<file path="src/rtl/life_scan_ctrl_pkg.sv">
// Shared definitions for the life-array scan controller.
// Latency: n/a (types and constants only).
// Backpressure: n/a.
package life_scan_ctrl_pkg;

    localparam int DEF_CHAIN_LEN = 16;
    localparam int DEF_GEN_W     = 8;

    typedef enum logic [2:0] {
        ST_IDLE,
        ST_LOAD,
        ST_DUMP,
        ST_RUN,
        ST_DONE
    } state_e;

    // Width of a counter that must reach n without wrapping.
    function automatic int cnt_width(input int n);
        return $clog2(n + 1);
    endfunction

endpackage

</file>
<file path="src/rtl/life_scan_ctrl_if.sv">
// Command and array-scan signal bundle between a host and life_scan_ctrl.
// Latency: n/a (wires only).
// Backpressure: none; busy tells the host when commands are dropped.
// Ports: master = host side (commands, load data, chain read-back),
//        slave  = controller side (scan/run strobes, busy/done, dump data).
interface life_scan_ctrl_if #(
    parameter int CHAIN_LEN = life_scan_ctrl_pkg::DEF_CHAIN_LEN,
    parameter int GEN_W     = life_scan_ctrl_pkg::DEF_GEN_W
);
    logic                 cmd_load;
    logic                 cmd_dump;
    logic                 cmd_run;
    logic [CHAIN_LEN-1:0] load_pattern;
    logic [GEN_W-1:0]     gen_count;
    logic                 scan;
    logic                 scan_write_val;
    logic                 scan_write_enb;
    logic                 scan_read_val;
    logic                 run;
    logic                 busy;
    logic                 done;
    logic [CHAIN_LEN-1:0] dump_pattern;

    modport master (
        output cmd_load, cmd_dump, cmd_run, load_pattern, gen_count, scan_read_val,
        input  scan, scan_write_val, scan_write_enb, run, busy, done, dump_pattern
    );

    modport slave (
        input  cmd_load, cmd_dump, cmd_run, load_pattern, gen_count, scan_read_val,
        output scan, scan_write_val, scan_write_enb, run, busy, done, dump_pattern
    );
endinterface

</file>
<file path="src/rtl/life_scan_shifter.sv">
// Scan data path: parallel-load/serial-out for LOAD, serial-in/parallel-out for DUMP.
// Latency: ser_o valid the cycle after load_i; cap_o is the post-shift value, combinational.
// Backpressure: none; shifts whenever shift_i is high.
// Ports: clk_i/reset_i, load_i + pattern_i (parallel load, clears bit count),
//        shift_i, ser_i -> shifted in at MSB, ser_o = LSB, last_o = final shift cycle.
module life_scan_shifter
    import life_scan_ctrl_pkg::*;
#(
    parameter int CHAIN_LEN = DEF_CHAIN_LEN
) (
    input  logic                 clk_i,
    input  logic                 reset_i,
    input  logic                 load_i,
    input  logic [CHAIN_LEN-1:0] pattern_i,
    input  logic                 shift_i,
    input  logic                 ser_i,
    output logic                 ser_o,
    output logic                 last_o,
    output logic [CHAIN_LEN-1:0] cap_o
);
    localparam int CNT_W = cnt_width(CHAIN_LEN);

    logic [CNT_W-1:0]     cnt_q;
    logic [CHAIN_LEN-1:0] sreg_q;

    // One register serves both directions: bits leave at the LSB and arrive
    // at the MSB, so after CHAIN_LEN shifts the first bit read lands in bit 0.
    assign cap_o  = {ser_i, sreg_q[CHAIN_LEN-1:1]};
    assign ser_o  = sreg_q[0];
    assign last_o = (cnt_q == CNT_W'(CHAIN_LEN - 1));

    always_ff @(posedge clk_i) begin
        if (reset_i) begin
            cnt_q  <= '0;
            sreg_q <= '0;
        end else if (load_i) begin
            cnt_q  <= '0;
            sreg_q <= pattern_i;
        end else if (shift_i) begin
            cnt_q  <= cnt_q + CNT_W'(1);
            sreg_q <= cap_o;
        end
    end
endmodule

</file>
<file path="src/rtl/life_scan_ctrl.sv">
// Sequences LOAD / DUMP scan passes and RUN generation bursts on a life cell array.
// Latency: LOAD/DUMP done CHAIN_LEN+1 cycles after acceptance, RUN gen_count+1.
// Backpressure: commands only accepted in IDLE; anything seen while busy is dropped.
// Ports: clk, reset (sync, active-high), bus = life_scan_ctrl_if.slave carrying
//        commands/load data in and scan/run strobes, busy/done, dump_pattern out.
module life_scan_ctrl
    import life_scan_ctrl_pkg::*;
#(
    parameter int CHAIN_LEN = DEF_CHAIN_LEN,
    parameter int GEN_W     = DEF_GEN_W
) (
    input  logic             clk,
    input  logic             reset,
    life_scan_ctrl_if.slave  bus
);
    state_e               state_q, state_d;
    logic [GEN_W-1:0]     gen_q, gen_d;
    logic [CHAIN_LEN-1:0] dump_q;
    logic [CHAIN_LEN-1:0] cap;
    logic                 accept;
    logic                 sh_shift, sh_ser_in, sh_ser_out, sh_last;
    logic                 scan_c, wenb_c, wval_c, run_c, busy_c, done_c;

    assign accept    = (state_q == ST_IDLE) && (bus.cmd_load || bus.cmd_dump || bus.cmd_run);
    assign sh_shift  = (state_q == ST_LOAD) || (state_q == ST_DUMP);
    assign sh_ser_in = (state_q == ST_DUMP) && bus.scan_read_val;

    life_scan_shifter #(.CHAIN_LEN(CHAIN_LEN)) u_shifter (
        .clk_i     (clk),
        .reset_i   (reset),
        .load_i    (accept),
        .pattern_i (bus.load_pattern),
        .shift_i   (sh_shift),
        .ser_i     (sh_ser_in),
        .ser_o     (sh_ser_out),
        .last_o    (sh_last),
        .cap_o     (cap)
    );

    always_ff @(posedge clk) begin
        if (reset) begin
            state_q <= ST_IDLE;
            gen_q   <= '0;
            dump_q  <= '0;
        end else begin
            state_q <= state_d;
            gen_q   <= gen_d;
            // All captured bits publish together on the edge into DONE.
            if ((state_q == ST_DUMP) && sh_last) begin
                dump_q <= cap;
            end
        end
    end

    always_comb begin
        state_d = state_q;
        gen_d   = gen_q;
        scan_c  = 1'b0;
        wenb_c  = 1'b0;
        wval_c  = 1'b0;
        run_c   = 1'b0;
        busy_c  = 1'b1;
        done_c  = 1'b0;
        unique case (state_q)
            ST_IDLE: begin
                busy_c = 1'b0;
                if (accept) begin
                    gen_d = bus.gen_count;
                end
                if (bus.cmd_load) begin
                    state_d = ST_LOAD;
                end else if (bus.cmd_dump) begin
                    state_d = ST_DUMP;
                end else if (bus.cmd_run) begin
                    // Zero generations skips RUN so run is never pulsed.
                    state_d = (bus.gen_count == '0) ? ST_DONE : ST_RUN;
                end
            end
            ST_LOAD: begin
                scan_c = 1'b1;
                wenb_c = 1'b1;
                wval_c = sh_ser_out;
                if (sh_last) state_d = ST_DONE;
            end
            ST_DUMP: begin
                // Write-enable low: the array recirculates its tail to its head.
                scan_c = 1'b1;
                if (sh_last) state_d = ST_DONE;
            end
            ST_RUN: begin
                run_c = 1'b1;
                gen_d = gen_q - GEN_W'(1);
                if (gen_q == GEN_W'(1)) state_d = ST_DONE;
            end
            ST_DONE: begin
                done_c  = 1'b1;
                state_d = ST_IDLE;
            end
            default: begin
                busy_c  = 1'b0;
                state_d = ST_IDLE;
            end
        endcase
    end

    // Outputs are forced low for the whole reset cycle, not just after the edge.
    assign bus.scan           = scan_c & ~reset;
    assign bus.scan_write_enb = wenb_c & ~reset;
    assign bus.scan_write_val = wval_c & ~reset;
    assign bus.run            = run_c  & ~reset;
    assign bus.busy           = busy_c & ~reset;
    assign bus.done           = done_c & ~reset;
    assign bus.dump_pattern   = reset ? '0 : dump_q;
endmodule
</file>
<file path="src/flat_wrapper.sv">
// flat-port wrapper written by rule: the top's interface ports become plain ports
module life_scan_ctrl_flat import life_scan_ctrl_pkg::*;
#(
    parameter int CHAIN_LEN = DEF_CHAIN_LEN,
    parameter int GEN_W     = DEF_GEN_W
)
  (clk, reset, bus_cmd_load, bus_cmd_dump, bus_cmd_run, bus_load_pattern, bus_gen_count, bus_scan_read_val, bus_scan, bus_scan_write_val, bus_scan_write_enb, bus_run, bus_busy, bus_done, bus_dump_pattern);
  life_scan_ctrl_if #(.CHAIN_LEN(CHAIN_LEN), .GEN_W(GEN_W)) bus_i ();
  input  logic clk;
  input  logic reset;
  input wire logic [$bits(bus_i.cmd_load)-1:0] bus_cmd_load;
  input wire logic [$bits(bus_i.cmd_dump)-1:0] bus_cmd_dump;
  input wire logic [$bits(bus_i.cmd_run)-1:0] bus_cmd_run;
  input wire logic [$bits(bus_i.load_pattern)-1:0] bus_load_pattern;
  input wire logic [$bits(bus_i.gen_count)-1:0] bus_gen_count;
  input wire logic [$bits(bus_i.scan_read_val)-1:0] bus_scan_read_val;
  output wire logic [$bits(bus_i.scan)-1:0] bus_scan;
  output wire logic [$bits(bus_i.scan_write_val)-1:0] bus_scan_write_val;
  output wire logic [$bits(bus_i.scan_write_enb)-1:0] bus_scan_write_enb;
  output wire logic [$bits(bus_i.run)-1:0] bus_run;
  output wire logic [$bits(bus_i.busy)-1:0] bus_busy;
  output wire logic [$bits(bus_i.done)-1:0] bus_done;
  output wire logic [$bits(bus_i.dump_pattern)-1:0] bus_dump_pattern;
  assign bus_i.cmd_load = bus_cmd_load;
  assign bus_i.cmd_dump = bus_cmd_dump;
  assign bus_i.cmd_run = bus_cmd_run;
  assign bus_i.load_pattern = bus_load_pattern;
  assign bus_i.gen_count = bus_gen_count;
  assign bus_i.scan_read_val = bus_scan_read_val;
  assign bus_scan = bus_i.scan;
  assign bus_scan_write_val = bus_i.scan_write_val;
  assign bus_scan_write_enb = bus_i.scan_write_enb;
  assign bus_run = bus_i.run;
  assign bus_busy = bus_i.busy;
  assign bus_done = bus_i.done;
  assign bus_dump_pattern = bus_i.dump_pattern;
  life_scan_ctrl #(.CHAIN_LEN(CHAIN_LEN), .GEN_W(GEN_W)) u_core (.clk(clk), .reset(reset), .bus(bus_i));
endmodule
</file>
<file path="config.mk">
export PLATFORM = sky130hd
export DESIGN_NAME = life_scan_ctrl_flat
export DESIGN_NICKNAME = d
export VERILOG_FILES = /design/src/rtl/life_scan_ctrl_pkg.sv /design/src/rtl/life_scan_ctrl_if.sv /design/src/rtl/life_scan_shifter.sv /design/src/rtl/life_scan_ctrl.sv /design/src/flat_wrapper.sv
export SDC_FILE = /design/constraint.sdc
export NUM_CORES = 1
export LEC_CHECK = 0
export ABC_AREA = 1
export CORE_MARGIN = 2
export CORE_UTILIZATION = 46
export CTS_CLUSTER_DIAMETER = 60
export DETAILED_ROUTE_END_ITERATION = 12
export PLACE_DENSITY = 0.86
export SLEW_MARGIN = 10
export SYNTH_ARGS = -nofsm -noshare
export SYNTH_HDL_FRONTEND = slang
export SYNTH_SLANG_ARGS = --single-unit
</file>
<file path="constraint.sdc">
create_clock -name clk -period 1.35 [get_ports clk]
set_input_delay 0.27 -clock clk [delete_from_list [all_inputs] [get_ports clk]]
set_output_delay 0.27 -clock clk [all_outputs]
set_load 0.05 [all_outputs]
</file>
==> impl_metrics.toml, run 1 <==
[timing]
min_period_ps = 1560
slew_violations = 0
relSlewSlack = 0.7715
rsz0062_at_grt = "true"
worst_hold_slack_ps = 334.2
setup_viol = 49
setup_ws_ps = -209.9
fin_crit_sh = 1.155
worst_pin_slew_ps = 341.5
worst_clock_skew_ps = 10.34
max_freq_ghz = 0.6411
hold_viol = 0

[floorplan]
core_area_um2 = 5107
die_y_um = 76.66
initial_core_util = 0.4755
rows = 26
die_w_um = 76.66
die_area_um2 = 5877
ioPinCount = 52

[run_status]
outcome = "complete, but fails checks"
violations = "negative setup slack"

[power]
p_comb_frac = 0.588
finalPower_mw = 8.738
p_leak_nw = 1.639
vdd_drop_max_uv = 1624
switching_share = 0.4579
clockPowerShare = 0.146
seqPwrFrac = 0.266
internal_power_mw = 4.737
power_density_nw_per_um2 = 2186
power.switching_mw = 4.001

[final_layout]
finalNetCount = 473
finalNonFillerCells = 510
drive_above_1_share = 0.4136
num_antenna_cells = 0
layout_commonest_cell = "nand2_1"
fillers = 304
synthToLayoutAreaGrowth_pct = 64.55
final_util = 0.7825
mostFrequentLayoutCells = "nand2_1 (66), dfxtp_1 (43), buf_4 (38), inv_1 (36), clkdlybuf4s50_1 (28)"

[global_route]
gr-total-overflow = 0
grt_max_degree = 33
gr-usage-met1 = 0.3038
grt_pass1_vias = 2503
grt_pass1_wl_um = 11530
grt_usage = 0.2427
grt_use_met3 = 0.02706
grt-busiest-layer = "met2"
antenna_found_initial = 0
globalRouteMet2Util = 0.4237

[critical_path]
r2r_end = "u_core.state_q[0]"
cp.required_ps = 1080
reg2reg_depth = 11
critPathArrivalTime_ps = 1290
critPathKind = "flop to primary output"
crit_fanout = 4
r2r_slack_ps = -200
end_kind = "primary output"
worstSetupStartpointType = "flop"
timing.rr.start = "u_core.u_shifter.cnt_q[0]"

[detailed_routing]
drtIter0Drc = 214
finalWirelength_um = 8395
num_vias = 2767
viasPerCell = 5.425
drcViolationCount = 0
detail_route.wl_per_cell_um = 16.46
ant_nets = 0
firstDrtPassIters = 5

[clock_tree]
cts_max_level = 2
clkTransAtPathRegs_ps = 80
cts_buffer_depth = 2
cts.sinks = 48
cts_buffers = 5
postCtsHoldBufs = 0
root_buffer = "clkbuf_8"
clk-insertion-delay-late_ps = 320
cts_tree = "done"

[place]
pre_cts_ws_ps = -360.3
portBuffers = 51
dp_hpwl_um = 4335
placed_cells = 485
routabilityCongestion = 0.8783

[synth]
yosys.area.top_type = "dfxtp_1"
post_synth_main_area_contributors = "dfxtp_1 (40%), nand2_1 (13%), a21oi_1 (7.4%)"
syn_nets = 393
postSynthCellCount = 359
synth_top_area_share = 0.3957
ys_ff_latch = 48
syn_area_per_cell_um2 = 6.765
yosysWarnings = 0
synth_seq_area_share = 0.3957
syn_area_um2 = 2429
synth_cell_type_count = 30

[min_path]
min_to = "u_core.u_shifter.sreg_q[0]"
min_path_cells = 3
hold_start = "reset"
hp-class = "input pin to flop"

[flow_run]
maxCapViolCount = 0
[critical path, cell delays in order (launching register included)]
cell     delay (ps)
dfxtp_4         410
nor2_4           50
nand2_2          70
buf_6           110
nand2_4          40
a21oi_2         130
buf_6           170
[flip-flops by register name, summed over array words and instances, names as in the netlist]
signal,count
u_core.gen_q,8
u_core.u_shifter.sreg_q,16
u_core.dump_q,16
u_core.state_q,3
u_core.u_shifter.cnt_q,5
[worst max-delay path by stage]
stage / startpoint / endpoint / slack (ps)
2_1_floorplan: u_core.state_q[1] / bus_scan_write_val / -110
3_3_place_gp: bus_cmd_load / u_core.gen_q[7] / -330
3_5_place_dp: bus_cmd_load / u_core.gen_q[7] / -360
4_1_cts: u_core.state_q[1] / bus_busy / -180
5_1_grt: u_core.u_shifter.cnt_q[0] / u_core.state_q[0] / -260
6_report: u_core.state_q[0] / bus_busy / -210
[cell usage after synthesis (all sizes together)]
cell type,instances
a211oi,1
a21oi,36
a22oi,1
a31oi,4
buf,9
clkbuf,7
dfxtp,48
ha,4
inv,47
nand2,88
nand3,12
nand3b,1
nand4,2
nor2,45
nor3,8
nor3b,1
o211ai,4
o21a,1
o21ai,33
o21bai,1
o31ai,1
or2,4
xor2,1
[power by group through the flow]
| stage | Sequential, mW | Combinational (mW) | Clock (mW) |
|---|---|---|---|
| 3_5_place_dp | 2.14 | 3.19 | 0 |
| 3_3_place_gp | 2.13 | 3.10 | 0 |
| 5_1_grt | 2.35 | 5.52 | 1.32 |
| 4_1_cts | 2.21 | 3.70 | 1.27 |
| 6_report | 2.33 | 5.14 | 1.28 |
| 2_1_floorplan | 2.05 | 2.63 | 0 |
[timing repair]
action                                 CTS  global route
gates resized for setup                 63            86
setup buffers                            8             6
setup endpoints to repair               39            53
pin swaps                               12            27
cloned                                   3             1
endpoints found under the hold margin    0             0
[through the flow]
| step | setup TNS [ps] | instance area (um2) |
|---|---|---|
| global route | -7906 | 3996 |
| global placement | -9002 | 3158 |
| finish | -4893 | 3996 |
| detailed placement | -10690 | 3158 |
| floorplan | -1871 | 2504 |
| CTS | -2548 | 3655 |
[logic make-up after synthesis]
logic type      count (synthesis)  share of synthesized area
fa+ha+maj                       4                    0.02061
buf+inv                        63                     0.1195
compound gates                 82                     0.1803
simple gates                  161                     0.2803
xor+xnor                        1                   0.003607
flops                          48                     0.3957
[layer usage]
layer	routed length, um	share of wire
met5	0	0
met4	320	0.038
met3	438	0.052
met2	4418	0.53
met1	3217	0.38
[cell type report]
cell class	instances	area (um2)	area share
Multi-Input combinational cell	248	1635	0.4092
Sequential cell	48	972.2	0.2433
Timing Repair Buffer	89	949.7	0.2376
Inverter	47	214.0	0.05354
Tap cell	70	87.58	0.02192
Clock buffer	5	68.82	0.01722
Clock inverter	3	68.82	0.01722
Note: power is estimated with default switching activity, not from simulation.
==> run 2: changes to the inputs <==
Settings changed: CORE_MARGIN 2 to unset, PLACE_DENSITY 0.86 to 0.87.
==> impl_metrics.toml, run 2 (synthesis results as in run 1) <==
[run_status]
outcome = "complete, but fails checks"
violations = "negative setup slack"

[final_layout]
num_antenna_cells = 0
synthToLayoutAreaGrowth_pct = 62.91
final_util = 0.7746
fillers = 319
drive_above_1_share = 0.3753
layout_commonest_cell = "nand2_1"
finalNetCount = 478
multiInputGateArea_um2 = 1597
reg.largest.list = "u_core.dump_q (16), u_core.u_shifter.sreg_q (16), u_core.gen_q (8)"
regArea_um2 = 970.9
mostFrequentLayoutCells = "nand2_1 (76), buf_4 (47), dfxtp_1 (42), inv_1 (36), clkdlybuf4s50_1 (28)"

[place]
portBuffers = 51
pre_cts_ws_ps = -387.9
routabilityCongestion = 0.9472
dp_hpwl_um = 4612

[timing]
setup_tns_ps = -4428
worst_clock_skew_ps = 14.64
min_period_ps = 1584
hold_viol = 0
relSlewSlack = 0.7519
rsz0062_at_grt = "true"
setup_viol = 44
setup_ws_ps = -233.9
slew_violations = 0
worst_pin_slew_ps = 372.2
max_freq_ghz = 0.6313
fin_crit_sh = 1.173

[clock_tree]
cts_buffer_depth = 2
cts.sinks = 48
cts_buffers = 5
cts_max_level = 2
clkTransAtPathRegs_ps = 110
clk-insertion-delay-late_ps = 320
cts_tree = "done"
root_buffer = "clkbuf_8"
postCtsHoldBufs = 0

[power]
p_leak_nw = 1.628
power_density_nw_per_um2 = 2033
vdd_drop_max_uv = 1709

[detailed_routing]
drcViolationCount = 0
num_vias = 2773
viasPerCell = 5.384
finalWirelength_um = 7886
firstDrtPassIters = 5
ant_nets = 0
detail_route.wl_per_cell_um = 15.31
drtIter0Drc = 206

[min_path]
hp-class = "input pin to flop"

[critical_path]
critPathKind = "flop to flop"
cp_slowest_stage_delay_ps = 370
cp.required_ps = 1570
end_kind = "flop"
crit_top_cell = "ha_4"
crit_fanout = 6
critPathArrivalTime_ps = 1800
crit_slowest_cell = "dfxtp_2"
crit_chain = "ha_4 -> inv_4 -> nor3_4 -> ha_4 -> nand2_8 -> buf_12 -> buf_16 -> o21ai_2 -> a21oi_1"
worstSetupStartpointType = "flop"

[flow_run]
maxCapViolCount = 0

[global_route]
grt_max_degree = 20
gr-total-overflow = 0
grt_pass1_wl_um = 11690
antenna_found_initial = 0
grt_usage = 0.2766
grt_pass1_vias = 2490

[floorplan]
ioPinCount = 52
die_area_um2 = 5574
rows = 26
core_area_um2 = 5107
initial_core_util = 0.4755
die_w_um = 74.66
die_y_um = 74.66
## run 2: final timing paths
check | from | end | slack [ps] | cells past startpoint
max | u_core.u_shifter.cnt_q[0] | u_core.dump_q[8] | -230 | 9
max reg2reg | u_core.u_shifter.cnt_q[0] | u_core.dump_q[8] | -230 | 9
min | reset | u_core.u_shifter.sreg_q[5] | 390 | 3
min reg2reg | u_core.dump_q[1] | u_core.dump_q[1] | 470 | 2
## run 2: metrics by stage
stage	hold slack [ps]	area, um2	total power [mW]	std cells
floorplan	430.1	2504	4.680	359
global placement	440.3	3218	5.403	493
detailed placement	453.0	3218	5.538	493
CTS	400.6	3769	7.413	512
global route	402.0	3956	8.506	515
finish	389.7	3956	8.041	515
## run 2: final cells by class
type | instances | share of cell area
multi-input combinational | 248 | 0.4035
sequential | 48 | 0.2454
timing repair buffer | 94 | 0.2413
inverter | 47 | 0.05281
tap | 70 | 0.02214
clock buffer | 5 | 0.01739
clock inverter | 3 | 0.01739
## run 2: routing by layer
metal | wire length (um) | vias up | track usage | share of wire
li1 | - | 1328 | - | -
met1 | 3152 | 1296 | 0.3497 | 0.40
met2 | 4037 | 126 | 0.4825 | 0.51
met3 | 425 | 23 | 0.05221 | 0.054
met4 | 270 | 0 | 0.07547 | 0.034
met5 | 0 | - | 0 | 0
## run 2: worst max-delay path: cells and delay by family, from the launching register on
| kind | cells | cell delay, ps |
|---|---|---|
| DFF | 1 | 370 |
| adders and majority gates | 2 | 370 |
| AOI/OAI and AO/OA | 2 | 190 |
| and+or+nand+nor | 2 | 240 |
| buffers and inverters | 3 | 330 |
## run 2: timing repair
item | CTS | global route
gates cloned | 3 | 0
resized for setup | 68 | 44
pin swaps | 18 | 14
setup buffers | 8 | 4
endpoints found under the setup margin | 43 | 53
## run 2: power by group
| group | switching [mW] | internal (mW) | total [mW] | leakage [nW] |
|---|---|---|---|---|
| logic | 2.67 | 1.83 | 4.50 | 1.16 |
| registers | 0.445 | 1.82 | 2.27 | 0.396 |
| clock network | 0.535 | 0.746 | 1.28 | 0.0687 |
